File: config.mk
export PLATFORM = sky130hd
export DESIGN_NAME = sprite_motion_engine
export DESIGN_NICKNAME = d
export VERILOG_FILES = /design/src/rtl/sprite_pkg.sv /design/src/rtl/sprite_axis_step.sv /design/src/rtl/sprite_motion_engine.sv
export SDC_FILE = /design/constraint.sdc
export NUM_CORES = 1
export LEC_CHECK = 0
export CAP_MARGIN = 25
export CORE_MARGIN = 3
export CORE_UTILIZATION = 40
export CTS_CLUSTER_DIAMETER = 80
export DETAILED_ROUTE_END_ITERATION = 8
export PLACE_DENSITY = 0.59
export SLEW_MARGIN = 10
export SYNTH_ARGS = -nofsm -noshare
export SYNTH_HDL_FRONTEND = slang
export SYNTH_SLANG_ARGS = --single-unit
File: constraint.sdc
create_clock -name clk -period 5.25 [get_ports clk]
set_clock_uncertainty 0.15 [all_clocks]
set_input_delay 0.7875 -clock clk [delete_from_list [all_inputs] [get_ports clk]]
set_output_delay 0.7875 -clock clk [all_outputs]
set_load 0.02 [all_outputs]
File: src/rtl/sprite_pkg.sv
// sprite_pkg: word layout of the shared sprite-attribute RAM, motion FSM
// state encoding and small helpers shared by the renderer, CPU map and
// the motion engine.
package sprite_pkg;

  localparam int NB_DEFAULT       = 5;
  localparam int WORDS_PER_SPRITE = 2;

  localparam int POS_W = 8;
  localparam int VEL_W = 4;

  // word0 = {Y, X}
  localparam int X_LSB = 0;
  localparam int Y_LSB = 8;

  // word1 = {dy, dx, attr}
  localparam int ATTR_LSB = 0;
  localparam int DX_LSB   = 8;
  localparam int DY_LSB   = 12;

  typedef enum logic [3:0] {
    IDLE,
    S0,
    S1,
    S2,
    S3,
    S4,
    S5,
    S6,
    DONE
  } motion_state_t;

  // Two's-complement negate of a 4-bit velocity; -(-8) saturates to +7
  function automatic logic [VEL_W-1:0] negate_vel(input logic [VEL_W-1:0] vel);
    logic [VEL_W-1:0] result;
    if (vel == 4'b1000) result = 4'b0111;
    else                result = ~vel + 4'd1;
    return result;
  endfunction

endpackage

File: src/rtl/sprite_axis_step.sv
// sprite_axis_step: combinational one-axis position/velocity update.
// Out-of-range moves bounce (position kept, velocity reversed) unless
// SPRITE_MOTION_WRAP_EN is defined, in which case the position wraps
// around the legal range and the velocity is kept.
module sprite_axis_step
  import sprite_pkg::*;
(
  input  logic [POS_W-1:0] pos,
  input  logic [VEL_W-1:0] vel,
  input  logic [POS_W-1:0] axis_min,
  input  logic [POS_W-1:0] axis_max,
  output logic [POS_W-1:0] new_pos,
  output logic [VEL_W-1:0] new_vel,
  output logic             flipped
);

  logic signed [9:0] sum;
  logic signed [9:0] lo;
  logic signed [9:0] hi;
  logic              below;
  logic              above;

  // Candidate position in a signed range wide enough for 0..255 plus -8..+7
  always_comb begin
    sum   = $signed({2'b00, pos}) + $signed({{(10-VEL_W){vel[VEL_W-1]}}, vel});
    lo    = $signed({2'b00, axis_min});
    hi    = $signed({2'b00, axis_max});
    below = (sum < lo);
    above = (sum > hi);
  end

  // In-range moves are taken as-is; out-of-range handling depends on the build
  always_comb begin
    new_pos = sum[POS_W-1:0];
    new_vel = vel;
    flipped = 1'b0;
`ifdef SPRITE_MOTION_WRAP_EN
    if (above) begin
      new_pos = axis_min + (sum[POS_W-1:0] - axis_max - 8'd1);
    end else if (below) begin
      new_pos = axis_max - (axis_min - sum[POS_W-1:0] - 8'd1);
    end
`else
    if (above || below) begin
      new_pos = pos;
      new_vel = negate_vel(vel);
      flipped = (vel != '0);
    end
`endif
  end

endmodule

File: src/rtl/sprite_motion_engine.sv
// sprite_motion_engine: once per frame, during vertical blank, walks the
// sprite-attribute RAM, adds each sprite's velocity to its position and
// bounces it off the screen limits (or wraps, when SPRITE_MOTION_WRAP_EN
// is defined). Each sprite takes 7 cycles: read word1, read word0,
// compute, write word0, write word1.
module sprite_motion_engine
  import sprite_pkg::*;
#(
  parameter int NB         = NB_DEFAULT,
  parameter int START_LINE = 256,
  parameter int XMIN       = 0,
  parameter int XMAX       = 240,
  parameter int YMIN       = 0,
  parameter int YMAX       = 224
) (
  input  logic                                    clk,
  input  logic                                    reset,
  input  logic [8:0]                              hpos,
  input  logic [8:0]                              vpos,
  input  logic                                    enable,
  input  logic                                    ram_busy,
  output logic [NB+$clog2(WORDS_PER_SPRITE)-1:0]  ram_addr,
  input  logic [15:0]                             ram_din,
  output logic [15:0]                             ram_dout,
  output logic                                    ram_we,
  output logic                                    active,
  output logic                                    done
);

  localparam logic WORD_POS = 1'b0;
  localparam logic WORD_VEL = 1'b1;

  motion_state_t     state;
  logic [NB-1:0]     idx;
  logic [15:0]       word0_q;
  logic [15:0]       word1_q;
  logic              we_q;
  logic              start_hit;

  logic [POS_W-1:0]  x_next;
  logic [POS_W-1:0]  y_next;
  logic [VEL_W-1:0]  dx_next;
  logic [VEL_W-1:0]  dy_next;
  logic              x_flipped;
  logic              y_flipped;
  logic [15:0]       new_word0;
  logic [15:0]       new_word1;

  assign start_hit = (vpos == 9'(START_LINE)) && (hpos == '0) && enable;

  // The write strobe is gated live by ram_busy so the renderer's RAM window is never written into
  assign ram_we = we_q & ~ram_busy;

  sprite_axis_step u_step_x (
    .pos      (word0_q[X_LSB +: POS_W]),
    .vel      (word1_q[DX_LSB +: VEL_W]),
    .axis_min (POS_W'(XMIN)),
    .axis_max (POS_W'(XMAX)),
    .new_pos  (x_next),
    .new_vel  (dx_next),
    .flipped  (x_flipped)
  );

  sprite_axis_step u_step_y (
    .pos      (word0_q[Y_LSB +: POS_W]),
    .vel      (word1_q[DY_LSB +: VEL_W]),
    .axis_min (POS_W'(YMIN)),
    .axis_max (POS_W'(YMAX)),
    .new_pos  (y_next),
    .new_vel  (dy_next),
    .flipped  (y_flipped)
  );

  // Assemble write-back words; velocity fields are replaced only when that axis reversed
  always_comb begin
    new_word0 = '0;
    new_word0[X_LSB +: POS_W] = x_next;
    new_word0[Y_LSB +: POS_W] = y_next;
    new_word1 = '0;
    new_word1[ATTR_LSB +: 8]   = word1_q[ATTR_LSB +: 8];
    new_word1[DX_LSB +: VEL_W] = x_flipped ? dx_next : word1_q[DX_LSB +: VEL_W];
    new_word1[DY_LSB +: VEL_W] = y_flipped ? dy_next : word1_q[DY_LSB +: VEL_W];
  end

  // Pass sequencer with registered RAM-side outputs; busy before the writes restarts the sprite read
  always_ff @(posedge clk or negedge reset) begin
    if (!reset) begin
      state    <= IDLE;
      idx      <= '0;
      ram_addr <= '0;
      ram_dout <= '0;
      we_q     <= 1'b0;
      active   <= 1'b0;
      done     <= 1'b0;
      word0_q  <= '0;
      word1_q  <= '0;
    end else begin
      done <= 1'b0;
      case (state)
        IDLE: begin
          if (start_hit) begin
            state    <= S0;
            idx      <= '0;
            active   <= 1'b1;
            ram_addr <= {{NB{1'b0}}, WORD_VEL};
          end
        end
        S0: begin
          if (!ram_busy) state <= S1;
        end
        S1, S2, S3, S4: begin
          if (ram_busy) begin
            state    <= S0;
            ram_addr <= {idx, WORD_VEL};
          end else if (state == S1) begin
            word1_q  <= ram_din;
            ram_addr <= {idx, WORD_POS};
            state    <= S2;
          end else if (state == S2) begin
            state <= S3;
          end else if (state == S3) begin
            word0_q <= ram_din;
            state   <= S4;
          end else begin
            ram_addr <= {idx, WORD_POS};
            ram_dout <= new_word0;
            we_q     <= 1'b1;
            state    <= S5;
          end
        end
        S5: begin
          if (!ram_busy) begin
            ram_addr <= {idx, WORD_VEL};
            ram_dout <= new_word1;
            state    <= S6;
          end
        end
        S6: begin
          if (!ram_busy) begin
            we_q <= 1'b0;
            if (idx == {NB{1'b1}}) begin
              state    <= DONE;
              active   <= 1'b0;
              done     <= 1'b1;
              ram_addr <= '0;
              ram_dout <= '0;
            end else begin
              idx      <= idx + NB'(1);
              ram_addr <= {idx + NB'(1), WORD_VEL};
              state    <= S0;
            end
          end
        end
        DONE: begin
          state <= IDLE;
        end
        default: begin
          state <= IDLE;
        end
      endcase
    end
  end

endmodule

==> results of run 1 <==
-- cell families (layout without fill, tap and decap cells) --
| group | count (synthesis) | in the layout | share of synthesized area |
|---|---|---|---|
| xor+xnor | 8 | 8 | 0.0164 |
| buf+inv | 37 | 98 | 0.0343 |
| flops | 66 | 66 | 0.387 |
| mux | 46 | 46 | 0.120 |
| simple gates | 149 | 149 | 0.177 |
| fa+ha+maj | 24 | 24 | 0.0739 |
| compound gates | 119 | 119 | 0.192 |
-- power groups by stage --
stage	combinational, µW	sequential, µW	clock (µW)
finish	2370	970	414
global route	2630	1010	450
CTS	2380	971	431
detailed placement	2370	976	0
global placement	2330	971	0
floorplan	1810	949	0
-- per-stage QoR --
step | std cells | area (µm²)
floorplan | 449 | 4270
global placement | 630 | 4990
detailed placement | 630 | 4990
CTS | 646 | 5170
global route | 646 | 5170
finish | 646 | 5170
-- layer usage --
metal | vias up | part of all wire | global-route usage
li1 | 1768 | - | -
met1 | 1754 | 0.46 | 0.246
met2 | 85 | 0.48 | 0.303
met3 | 10 | 0.047 | 0.0470
met4 | 0 | 0.0093 | 0.0499
met5 | - | 0 | 0
-- worst register-to-register path: stages, from the launching register on --
cell,delay (ns)
sky130_fd_sc_hd__dfrtp_1,0.64
sky130_fd_sc_hd__ha_1,0.36
sky130_fd_sc_hd__o21ai_1,0.16
sky130_fd_sc_hd__a21o_1,0.14
sky130_fd_sc_hd__or4b_1,0.45
sky130_fd_sc_hd__o311a_1,0.18
sky130_fd_sc_hd__o32ai_4,0.71
sky130_fd_sc_hd__mux2_1,0.39
sky130_fd_sc_hd__a221oi_1,0.24
sky130_fd_sc_hd__nor2_1,0.06
-- flip-flops by register name, indices dropped and copies added (netlist names) --
signal / flops
we_q: 1
word0_q: 16
word1_q: 16
ram_addr: 6
done: 1
state: 4
idx: 5
active: 1
ram_dout: 16
-- cell usage in the layout, fill, tap and decap left out, drive strengths merged, types with 3 or more instances in the layout --
cell | netlist | routed
a31oi | 8 | 8
ha | 22 | 22
nor3b | 10 | 10
a21o | 5 | 5
clkdlybuf4s50 | 0 | 61
xnor2 | 4 | 4
or2 | 3 | 3
nand3 | 10 | 10
a31o | 3 | 3
a221o | 4 | 4
o21ai | 29 | 29
xor2 | 4 | 4
o211ai | 4 | 4
nor2 | 53 | 53
mux2 | 39 | 39
or3 | 3 | 3
o31ai | 3 | 3
nor3 | 11 | 11
nand2b | 5 | 5
inv | 19 | 19
a21oi | 29 | 29
nor4 | 4 | 4
nand3b | 3 | 3
nand2 | 31 | 31
clkbuf | 16 | 11
mux2i | 7 | 7
a32oi | 3 | 3
dfrtp | 66 | 66
nor2b | 4 | 4
a211oi | 5 | 5
-- final cells by class --
class / count / area, µm² / share of cell area
clock buffers: 11 / 131 / 0.0254
clock inverters: 5 / 55.1 / 0.0106
inverters: 19 / 71.3 / 0.0138
multi-input cells: 346 / 2470 / 0.478
flip-flops and latches: 66 / 1650 / 0.319
well taps: 136 / 170 / 0.0329
repair buffers: 63 / 623 / 0.120
-- worst min-delay path by stage --
stage	from	to
2_1_floorplan	we_q	we_q
6_report	ram_dout[5]	ram_dout[5]
3_3_place_gp	ram_dout[6]	ram_dout[6]
3_5_place_dp	ram_dout[5]	ram_dout[5]
4_1_cts	ram_dout[5]	ram_dout[5]
5_1_grt	ram_dout[5]	ram_dout[5]
==> reports/qor_table.md, run 1 <==
| Step | Quantity | Value |
|:---|:---|:---|
| drt | Detailed-route DRC error count | 0 |
| placement | # port buffers | 62 |
| pwr | Sequential Power Share | 0.258 |
| final layout | Ant. Diodes | 0 |
| setup path | Reg2Reg Launch Point | word1_q[11] |
| clocking | Number of buffers inserted for hold repair after clock tree synthesis | 0 |
| timing | Setup TNS | 0 ns |
| clocking | Clock latency at the later pin of the worst-skew pair | 0.35 ns |
| synthesis | Synthesized netlist cell count | 449 |
| setup path | Critical path buffer and inverter count | 0 |
| synthesis | Number of warnings printed during yosys synthesis | 0 |
| drt | Total Wirelength | 10500 µm |
| setup path | Cell type group with the largest total delay on the critical path | compound AO/OA/AOI/OAI gates |
| pwr | Clock Power Share | 0.110 |
| grt | Via count of the first global-routing pass | 3582 |
| final layout | # nets final | 567 |
| floorplanning | Area of the die | 11900 µm² |
| clocking | Resized cells post-CTS | 0 |
| min path | Hold path depth | 2 |
| drt | Average detailed-routed wire length per instance | 16.2 µm |
| pwr | Overall power | 3760 µW |
| pwr | Switch Pwr | 1730 µW |
| setup path | Cell at the slowest stage of the critical path | sky130_fd_sc_hd__o32ai_4 |
| timing | Final-layout worst hold slack | 0.337 ns |
| pwr | Internal power | 2020 µW |
| synthesis | Share of the synthesized area in the top cell type | 0.387 |
| synthesis | Asr flop ratio synth | 1.00 |
| timing | Final number of hold-violating endpoints | 0 |
| setup path | Worst flop-to-flop path endpoint | ram_dout[3] |
| pwr | Switching Fraction | 0.462 |
| setup path | Worst setup path end | ram_dout[3] |
| clocking | CTS tree | built |
| setup path | Data arrival, critical path | 3.65 ns |
| placement | HPWL after detailed placement | 7690 µm |
| setup path | CP Launch Type | register |
| flow run | Max cap viols | 0 |
| timing | Setup repair after global routing missed its margin | false |
| synthesis | Top cells by instance count after synthesis | sky130_fd_sc_hd__dfrtp_1 (66), sky130_fd_sc_hd__nor2_1 (52), sky130_fd_sc_hd__mux2_2 (34), sky130_fd_sc_hd__nand2_1 (30), sky130_fd_sc_hd__a21oi_1 (28) |
| synthesis | Post-synthesis instance area | 4270 µm² |
| setup path | Number of cells on the critical path | 9 |
| placement | Final weighted congestion in routability-driven placement | 0.887 |
| placement | Worst slack at placement | 1.70 ns |
| timing | Worst setup margin | 1.67 ns |
| floorplanning | Height of the die | 109 µm |
| clocking | Num CTS Buffers | 9 |
| drt | Number of vias in the routed layout | 3617 |
| clocking | TritonCTS Sinks | 66 |
| final layout | Final core area utilization | 0.499 |
| setup path | Ordered cell list for the critical path | ha_1, o21ai_1, a21o_1, or4b_1, o311a_1, o32ai_4, mux2_1, a221oi_1, nor2_1 |
| grt | Number of antenna violations at the first check in global routing | 0 |
| clocking | Htree depth | 3 |
| synthesis | Net count after synthesis | 511 |
| pwr | Reported leakage power | 0.00217 µW |
| run status | Run status | complete, no violations |
| setup path | Minimum setup slack among reg-to-reg paths | 1.67 ns |
| drt | Number of design-rule violations left by the first detailed-router iteration | 219 |
| synthesis | Count of state elements after synthesis | 66 |
| grt | Global-route wire length before repair | 17300 µm |
| synthesis | Sequential share of the synthesized area | 0.387 |
| synthesis | Synth top area cells | sky130_fd_sc_hd__dfrtp_1 (39%), sky130_fd_sc_hd__mux2_2 (9.0%), sky130_fd_sc_hd__ha_1 (6.4%) |
| final layout | Share of cells above drive strength 1 | 0.125 |
| synthesis | Cell type with the highest aggregate area in the netlist | sky130_fd_sc_hd__dfrtp_1 |
| pwr | Areal power density over the cells | 726 nW/µm² |
| synthesis | Most common cell in the synthesized netlist | sky130_fd_sc_hd__dfrtp_1 |
| setup path | Count of cells along the worst register-to-register path | 9 |
| pwr | Maximum ir drop on the vdd rail | 0.000289 V |
| timing | Worst rel slew slack | 0.340 |
| floorplanning | Num ports | 63 |
| floorplanning | Core ar. | 10400 µm² |
| setup path | Max incr delay on CP | 0.71 ns |
| final layout | Filler cell count | 983 |
| synthesis | Top_reg_cell synth | sky130_fd_sc_hd__dfrtp_1 |
| timing | Share of the cycle needed by the critical path after routing | 0.682 |
| drt | Detailed-router iteration count before antenna repair | 4 |
| floorplanning | Horizontal extent of the die | 109 µm |
| setup path | CP max FO | 15 |
| clocking | Clock transition at the register clock pins on the worst setup and hold paths after CTS | 0.07 ns |
| grt | Maximum number of pins on one net before global-route repair | 37 |
| synthesis | Post-synth EDFFs | 0 |
| timing | Final setup violation count | 0 |
| synthesis | Mean area per synthesized cell | 9.51 µm² |
| floorplanning | Rows | 37 |
| drt | ANT nets after route | 0 |
| timing | Worst-margin pin slew | 0.988 ns |
| timing | Time the final worst path needs with I/O delays and setup | 3.58 ns |
| pwr | Part of the power in combinational logic | 0.632 |
| floorplanning | Initial Utilization | 0.412 |
| grt | Gr ovfl total | 0 |
| setup path | Endpoint type of the worst setup path | register |
| timing | Fmax | 279 MHz |
| clocking | Master cell of the clock root buffer | sky130_fd_sc_hd__clkbuf_8 |
| timing | Final Max Tran Viols | 0 |
| drt | Via/cell ratio | 5.60 |
| setup path | Crit path from | word1_q[11] |
| grt | All-layer global routing usage | 0.185 |
| min path | Kind of path behind the tightest hold check | register to register |
| setup path | Critical path class | register to register |
| setup path | Data required, critical path | 5.32 ns |
| final layout | Area growth syn-to-layout | 21.2% |
| synthesis | Post-synth cell types | 69 |
| clocking | Post-CTS Setup Inserts | 0 |
| clocking | Worst-case clock buffer depth | 2 |
No activity file was read; power rests on OpenSTA's default activity.
==> inputs of run 2 (changes only) <==
Clock period 5.25 ns to 3.4 ns, I/O delays scaled along.
==> reports/qor_table.md, run 2 (synthesis results as in run 1) <==
| Step | Quantity | Value |
|:---|:---|:---|
| clocking | Post-CTS Setup Inserts | 0 |
| clocking | CTS tree | built |
| timing | Setup repair after global routing missed its margin | false |
| drt | ANT nets after route | 0 |
| clocking | Htree depth | 3 |
| placement | HPWL after detailed placement | 8300 µm |
| flow run | Max cap viols | 0 |
| final layout | Area taken by multi-input logic gates | 2480 µm² |
| clocking | Clock transition at the register clock pins on the worst setup and hold paths after CTS | 0.08 ns |
| timing | Time the final worst path needs with I/O delays and setup | 3.18 ns |
| final layout | Sequential cell area | 1650 µm² |
| drt | Total Wirelength | 11100 µm |
| final layout | Commonest cells after routing, fill and taps aside | sky130_fd_sc_hd__dfrtp_1 (66), sky130_fd_sc_hd__clkdlybuf4s50_1 (61), sky130_fd_sc_hd__nor2_1 (52), sky130_fd_sc_hd__mux2_2 (34), sky130_fd_sc_hd__nand2_1 (30) |
| final layout | Most common library cell in the layout ignoring fill and taps | sky130_fd_sc_hd__dfrtp_1 |
| floorplanning | Area of the die | 11900 µm² |
| drt | Detailed-router iteration count before antenna repair | 4 |
| clocking | Master cell of the clock root buffer | sky130_fd_sc_hd__clkbuf_8 |
| floorplanning | Rows | 37 |
| drt | Number of vias in the routed layout | 3689 |
| final layout | Ant. Diodes | 0 |
| pwr | Maximum ir drop on the vdd rail | 0.000456 V |
| min path | Kind of path behind the tightest hold check | register to register |
| drt | Via/cell ratio | 5.56 |
| placement | Final weighted congestion in routability-driven placement | 0.886 |
| drt | Average detailed-routed wire length per instance | 16.8 µm |
| grt | Global-route wire length before repair | 18400 µm |
| final layout | Share of cells above drive strength 1 | 0.154 |
| setup path | CP max FO | 10 |
| setup path | Endpoint type of the worst setup path | register |
| placement | Worst slack at placement | 0.209 ns |
| final layout | Filler cell count | 986 |
| pwr | Reported leakage power | 0.00225 µW |
| drt | Number of design-rule violations left by the first detailed-router iteration | 228 |
| setup path | Critical path class | register to register |
| run status | Run status | complete, no violations |
| timing | Worst setup margin | 0.217 ns |
| timing | Final setup violation count | 0 |
| grt | Gr ovfl total | 0 |
| floorplanning | Core ar. | 10400 µm² |
| timing | Worst-margin pin slew | 0.622 ns |
| final layout | # nets final | 584 |
| timing | Share of the cycle needed by the critical path after routing | 0.936 |
| setup path | CP Launch Type | register |
| final layout | Area growth syn-to-layout | 24.4% |
| clocking | Clock latency at the later pin of the worst-skew pair | 0.34 ns |
| timing | Final number of hold-violating endpoints | 0 |
| setup path | Data required, critical path | 3.46 ns |
| grt | Maximum number of pins on one net before global-route repair | 28 |
| grt | Via count of the first global-routing pass | 3710 |
| timing | Worst rel slew slack | 0.584 |
| setup path | Data arrival, critical path | 3.24 ns |
| drt | Detailed-route DRC error count | 0 |
| grt | All-layer global routing usage | 0.198 |
| clocking | Num CTS Buffers | 9 |
| floorplanning | Num ports | 63 |
| floorplanning | Initial Utilization | 0.412 |
| timing | Final Max Tran Viols | 0 |
| timing | Setup TNS | 0 ns |
| grt | Number of antenna violations at the first check in global routing | 0 |
| clocking | TritonCTS Sinks | 66 |
| placement | # port buffers | 62 |
| floorplanning | Height of the die | 109 µm |
| floorplanning | Horizontal extent of the die | 109 µm |
| final layout | Biggest registers after layout | ram_dout: 16 flops, word0_q: 16 flops, word1_q: 16 flops |
| timing | Fmax | 314 MHz |
| pwr | Areal power density over the cells | 1140 nW/µm² |
| clocking | Worst-case clock buffer depth | 2 |
## run 2: changes by cell type in the layout (fill, tap and decap cells not counted)
cell / delta
sky130_fd_sc_hd__o31ai_1: -1
sky130_fd_sc_hd__dlygate4sd3_1: +1
sky130_fd_sc_hd__buf_4: +16
sky130_fd_sc_hd__a2111oi_0: -1
sky130_fd_sc_hd__a2111oi_1: +1
sky130_fd_sc_hd__o31ai_2: +1
## run 2: routing by layer
layer / global-route usage / wire length, µm / part of all wire / up-vias
met2: 0.322 / 5280 / 0.47 / 74
met3: 0.0423 / 447 / 0.040 / 10
met5: 0 / 0 / 0 / -
met1: 0.266 / 5260 / 0.47 / 1800
li1: - / - / - / 1805
met4: 0.0597 / 148 / 0.013 / 0
## run 2: final cells by class
cell class                      count  share of cell area
Timing Repair Buffer               80               0.142
Clock inverter                      5              0.0104
Clock buffer                       11              0.0247
Inverter                           19              0.0134
Sequential cell                    66               0.311
Tap cell                          136              0.0320
Multi-Input combinational cell    346               0.467
## run 2: per-stage QoR
stage	cell area (µm²)	total power [µW]	hold slack (ns)	utilization	instances
5_1_grt	5310	6600	0.372	0.512	663
3_5_place_dp	5110	5360	0.330	0.493	646
2_1_floorplan	4270	4260	0.0644	-	449
6_report	5310	6040	0.343	0.512	663
4_1_cts	5300	6040	0.347	0.511	663
3_3_place_gp	5110	5290	0.318	0.493	646
## run 2: path summary, 6_finish.rpt
| kind | slack [ns] | from | cells after the start | end |
|---|---|---|---|---|
| max in group asynchronous | 1.88 | reset | 3 | word1_q[12] |
| worst max register to register | 0.22 | word0_q[1] | 10 | ram_dout[2] |
| worst min register to register | 0.34 | ram_dout[6] | 2 | ram_dout[6] |
| min in group asynchronous | 0.49 | reset | 2 | state[2] |
| worst max-delay path | 0.22 | word0_q[1] | 10 | ram_dout[2] |
| worst min-delay path | 0.34 | ram_dout[6] | 2 | ram_dout[6] |
## run 2: critical path: stages, from the launching register on
cell and delay (ns):
sky130_fd_sc_hd__dfrtp_1 0.42, sky130_fd_sc_hd__ha_1 0.29, sky130_fd_sc_hd__a211oi_1 0.54, sky130_fd_sc_hd__nor2_1 0.13
sky130_fd_sc_hd__xor2_1 0.18, sky130_fd_sc_hd__o311ai_1 0.44, sky130_fd_sc_hd__o32ai_4 0.16, sky130_fd_sc_hd__buf_4 0.21
sky130_fd_sc_hd__mux2_1 0.31, sky130_fd_sc_hd__a21oi_1 0.16, sky130_fd_sc_hd__o21ai_1 0.07
## run 2: power breakdown
part / total, µW / switching, µW / internal (µW) / leakage, µW
registers: 1430 / 312 / 1120 / 0.000820
clock network: 657 / 319 / 337 / 0.0000893
logic: 3960 / 2140 / 1810 / 0.00134
total: 6040 / 2770 / 3270 / 0.00225
## run 2: timing repair
action,in CTS,in global routing
endpoints found under the hold margin,17,0
resized for setup,0,2
endpoints found under the setup margin,0,6
hold buffers,1,0
==> inputs of run 3 (changes only) <==
Settings changed: ABC_AREA from default to 1, PLACE_DENSITY 0.59 to 0.58, SLEW_MARGIN 10 to default.
==> reports/qor_table.md, run 3 <==
| Step | Quantity | Value |
|:---|:---|:---|
| run status | Run status | complete, no violations |
| final layout | Commonest cells after routing, fill and taps aside | sky130_fd_sc_hd__nand2_1 (199), sky130_fd_sc_hd__inv_1 (97), sky130_fd_sc_hd__dfrtp_1 (66), sky130_fd_sc_hd__clkdlybuf4s50_1 (61), sky130_fd_sc_hd__o21ai_0 (46) |
| pwr | Switching Fraction | 0.478 |
| setup path | CP max FO | 19 |
| min path | Kind of path behind the tightest hold check | input port to asynchronous set/reset pin |
| final layout | Biggest registers after layout | ram_dout: 16 flops, word0_q: 16 flops, word1_q: 16 flops |
| drt | ANT nets after route | 0 |
| pwr | Areal power density over the cells | 966 nW/µm² |
| final layout | Area growth syn-to-layout | 23.5% |
| timing | Final setup violation count | 0 |
| setup path | Count of cells along the worst register-to-register path | 19 |
| synthesis | Sequential share of the synthesized area | 0.365 |
| final layout | Post-Layout Inst Area | 5580 µm² |
| clocking | TritonCTS Sinks | 66 |
| floorplanning | Height of the die | 112 µm |
| drt | Routed length on met3 | 402 µm |
| timing | Worst rel slew slack | 0.388 |
| synthesis | Number of warnings printed during yosys synthesis | 0 |
| grt | Via count of the first global-routing pass | 4117 |
| pwr | Clock Power Share | 0.172 |
| clocking | Clock transition at the register clock pins on the worst setup and hold paths after CTS | 0.06 ns |
| grt | Number of antenna violations at the first check in global routing | 0 |
| clocking | Master cell of the clock root buffer | sky130_fd_sc_hd__clkbuf_16 |
| synthesis | Top_reg_cell synth | sky130_fd_sc_hd__dfrtp_1 |
| floorplanning | Core ar. | 10900 µm² |
| pwr | Sequential Power Share | 0.251 |
| synthesis | Top cells by instance count after synthesis | sky130_fd_sc_hd__nand2_1 (199), sky130_fd_sc_hd__inv_1 (97), sky130_fd_sc_hd__dfrtp_1 (66), sky130_fd_sc_hd__o21ai_0 (46), sky130_fd_sc_hd__nand3_1 (45) |
| setup path | Worst flop-to-flop path endpoint | ram_dout[10] |
| timing | Worst-margin pin slew | 0.918 ns |
| final layout | Ant. Diodes | 0 |
| synthesis | Post-synthesis instance area | 4520 µm² |
| floorplanning | Num ports | 63 |
| synthesis | Synthesized netlist cell count | 641 |
| final layout | Share of cells above drive strength 1 | 0.0801 |
| synthesis | Synth top area cells | sky130_fd_sc_hd__dfrtp_1 (37%), sky130_fd_sc_hd__nand2_1 (17%), sky130_fd_sc_hd__inv_1 (8.1%) |
| drt | Average detailed-routed wire length per instance | 14.2 µm |
| clocking | Number of buffers inserted for hold repair after clock tree synthesis | 0 |
| floorplanning | Horizontal extent of the die | 112 µm |
| drt | Detailed-route DRC error count | 0 |
| pwr | Part of the power in combinational logic | 0.578 |
| synthesis | Share of the synthesized area in the top cell type | 0.365 |
| clocking | CTS tree | built |
| timing | Setup TNS | 0 ns |
| placement | Post-detailed-placement cell area | 5290 µm² |
| synthesis | Count of state elements after synthesis | 66 |
| floorplanning | Rows | 38 |
| clocking | Post-CTS Setup Inserts | 0 |
| drt | Uppermost signal routing layer after detailed routing | met4 |
| flow run | Max cap viols | 0 |
| placement | HPWL after detailed placement | 9250 µm |
| timing | Final Max Tran Viols | 0 |
| pwr | Internal power | 2810 µW |
| grt | Maximum number of pins on one net before global-route repair | 38 |
| setup path | Data required, critical path | 3.47 ns |
| synthesis | Post-synth cell types | 43 |
| floorplanning | Initial Utilization | 0.413 |
| drt | Number of design-rule violations left by the first detailed-router iteration | 287 |
| drt | Detailed-router iteration count before antenna repair | 5 |
| setup path | Minimum setup slack among reg-to-reg paths | 0.62 ns |
| setup path | Reg2Reg Launch Point | word1_q[8] |
| final layout | Final core area utilization | 0.511 |
| final layout | Most common library cell in the layout ignoring fill and taps | sky130_fd_sc_hd__nand2_1 |
| final layout | # nets final | 770 |
| timing | Time the final worst path needs with I/O delays and setup | 2.78 ns |
| drt | Routed length on met2 | 5790 µm |
| timing | Setup repair after global routing missed its margin | false |
| placement | # port buffers | 62 |
| setup path | CP Launch Type | register |
| timing | Final number of hold-violating endpoints | 0 |
| pwr | Switch Pwr | 2580 µW |
| drt | Via/cell ratio | 4.98 |
| setup path | Critical path class | register to register |
| timing | Fmax | 360 MHz |
| grt | All-layer global routing usage | 0.197 |
| drt | Length of routed wiring on met1 | 5760 µm |
| synthesis | Most common cell in the synthesized netlist | sky130_fd_sc_hd__nand2_1 |
| pwr | Reported leakage power | 0.00285 µW |
| pwr | Maximum ir drop on the vdd rail | 0.000532 V |
| drt | Number of vias in the routed layout | 4240 |
| grt | Global-route wire length before repair | 20100 µm |
| clocking | Htree depth | 3 |
| timing | Share of the cycle needed by the critical path after routing | 0.818 |
| synthesis | Mean area per synthesized cell | 7.05 µm² |
| synthesis | Cell type with the highest aggregate area in the netlist | sky130_fd_sc_hd__dfrtp_1 |
| timing | Final-layout worst hold slack | 0.173 ns |
| floorplanning | Area of the die | 12600 µm² |
| setup path | Endpoint type of the worst setup path | register |
| synthesis | Net count after synthesis | 703 |
| synthesis | Asr flop ratio synth | 1.00 |
| pwr | Overall power | 5390 µW |
| clocking | Worst-case clock buffer depth | 2 |
| clocking | Resized cells post-CTS | 0 |
| synthesis | Post-synth EDFFs | 0 |
| placement | Final weighted congestion in routability-driven placement | 0.900 |
| setup path | Data arrival, critical path | 2.85 ns |
| clocking | Clock latency at the later pin of the worst-skew pair | 0.33 ns |
| clocking | Num CTS Buffers | 9 |
| grt | Gr ovfl total | 0 |
| drt | Total Wirelength | 12100 µm |
-- run 3: metrics by stage --
step	std cells	worst slack, ns
finish	852	0.619
global route	852	0.405
CTS	852	0.615
detailed placement	837	0.625
global placement	837	0.656
floorplan	641	1.06
-- run 3: per-layer routing --
layer	vias to the layer above	global-route usage
met4	0	0.0473
met3	14	0.0361
met5	-	0
met1	1953	0.267
li1	2189	-
met2	84	0.329
-- run 3: worst max-delay path: stages, from the launching register on --
cell and delay [ns]:
sky130_fd_sc_hd__dfrtp_1 0.39, sky130_fd_sc_hd__ha_1 0.21, sky130_fd_sc_hd__inv_1 0.09, sky130_fd_sc_hd__fa_1 0.39, sky130_fd_sc_hd__inv_1 0.11, sky130_fd_sc_hd__nand3_1 0.11
sky130_fd_sc_hd__nand2_2 0.10, sky130_fd_sc_hd__nand2_1 0.09, sky130_fd_sc_hd__nand2_1 0.07, sky130_fd_sc_hd__nand2_1 0.05, sky130_fd_sc_hd__nor2_1 0.11, sky130_fd_sc_hd__nand3_2 0.13
sky130_fd_sc_hd__nand2_4 0.22, sky130_fd_sc_hd__inv_1 0.12, sky130_fd_sc_hd__nand2_1 0.08, sky130_fd_sc_hd__nand2_1 0.05, sky130_fd_sc_hd__nand2_1 0.05, sky130_fd_sc_hd__nand2_1 0.04
sky130_fd_sc_hd__nand2_1 0.05, sky130_fd_sc_hd__nand2_1 0.05
-- run 3: power by group through the flow --
stage | Sequential [µW] | Clock [µW] | Combinational [µW]
6_report | 1350 | 925 | 3110
5_1_grt | 1380 | 982 | 3580
4_1_cts | 1350 | 951 | 3130
3_5_place_dp | 1360 | 0 | 3110
3_3_place_gp | 1360 | 0 | 3090
2_1_floorplan | 1380 | 0 | 2240
-- run 3: cell families (layout without fill, tap and decap cells) --
family / count (synthesis) / after routing / synth area share
AND/OR/NAND/NOR: 329 / 329 / 0.324
flip-flops: 66 / 66 / 0.365
AO/OA/AOI/OAI: 102 / 102 / 0.130
XOR/XNOR: 4 / 4 / 0.00775
adder cells (fa/ha/maj): 24 / 24 / 0.0698
buffers and inverters: 115 / 186 / 0.101
multiplexers: 1 / 1 / 0.00249
-- run 3: worst max-delay path by stage --
stage               start           end  cells past startpoint
6_report       word1_q[8]  ram_dout[10]                     19
5_1_grt        word0_q[8]  ram_dout[14]                     19
4_1_cts        word1_q[8]  ram_dout[10]                     19
3_5_place_dp   word1_q[8]  ram_dout[10]                     19
3_3_place_gp   word1_q[8]  ram_dout[10]                     19
2_1_floorplan  word1_q[8]  ram_dout[11]                     15
-- run 3: layout make-up --
cell class	instances	area [µm²]
clock buffer	10	239
clock inverter	5	55.1
fill	1114	5350
inverter	102	383
multi-input combinational	460	2410
sequential	66	1650
tap	140	175
timing repair buffer	69	668
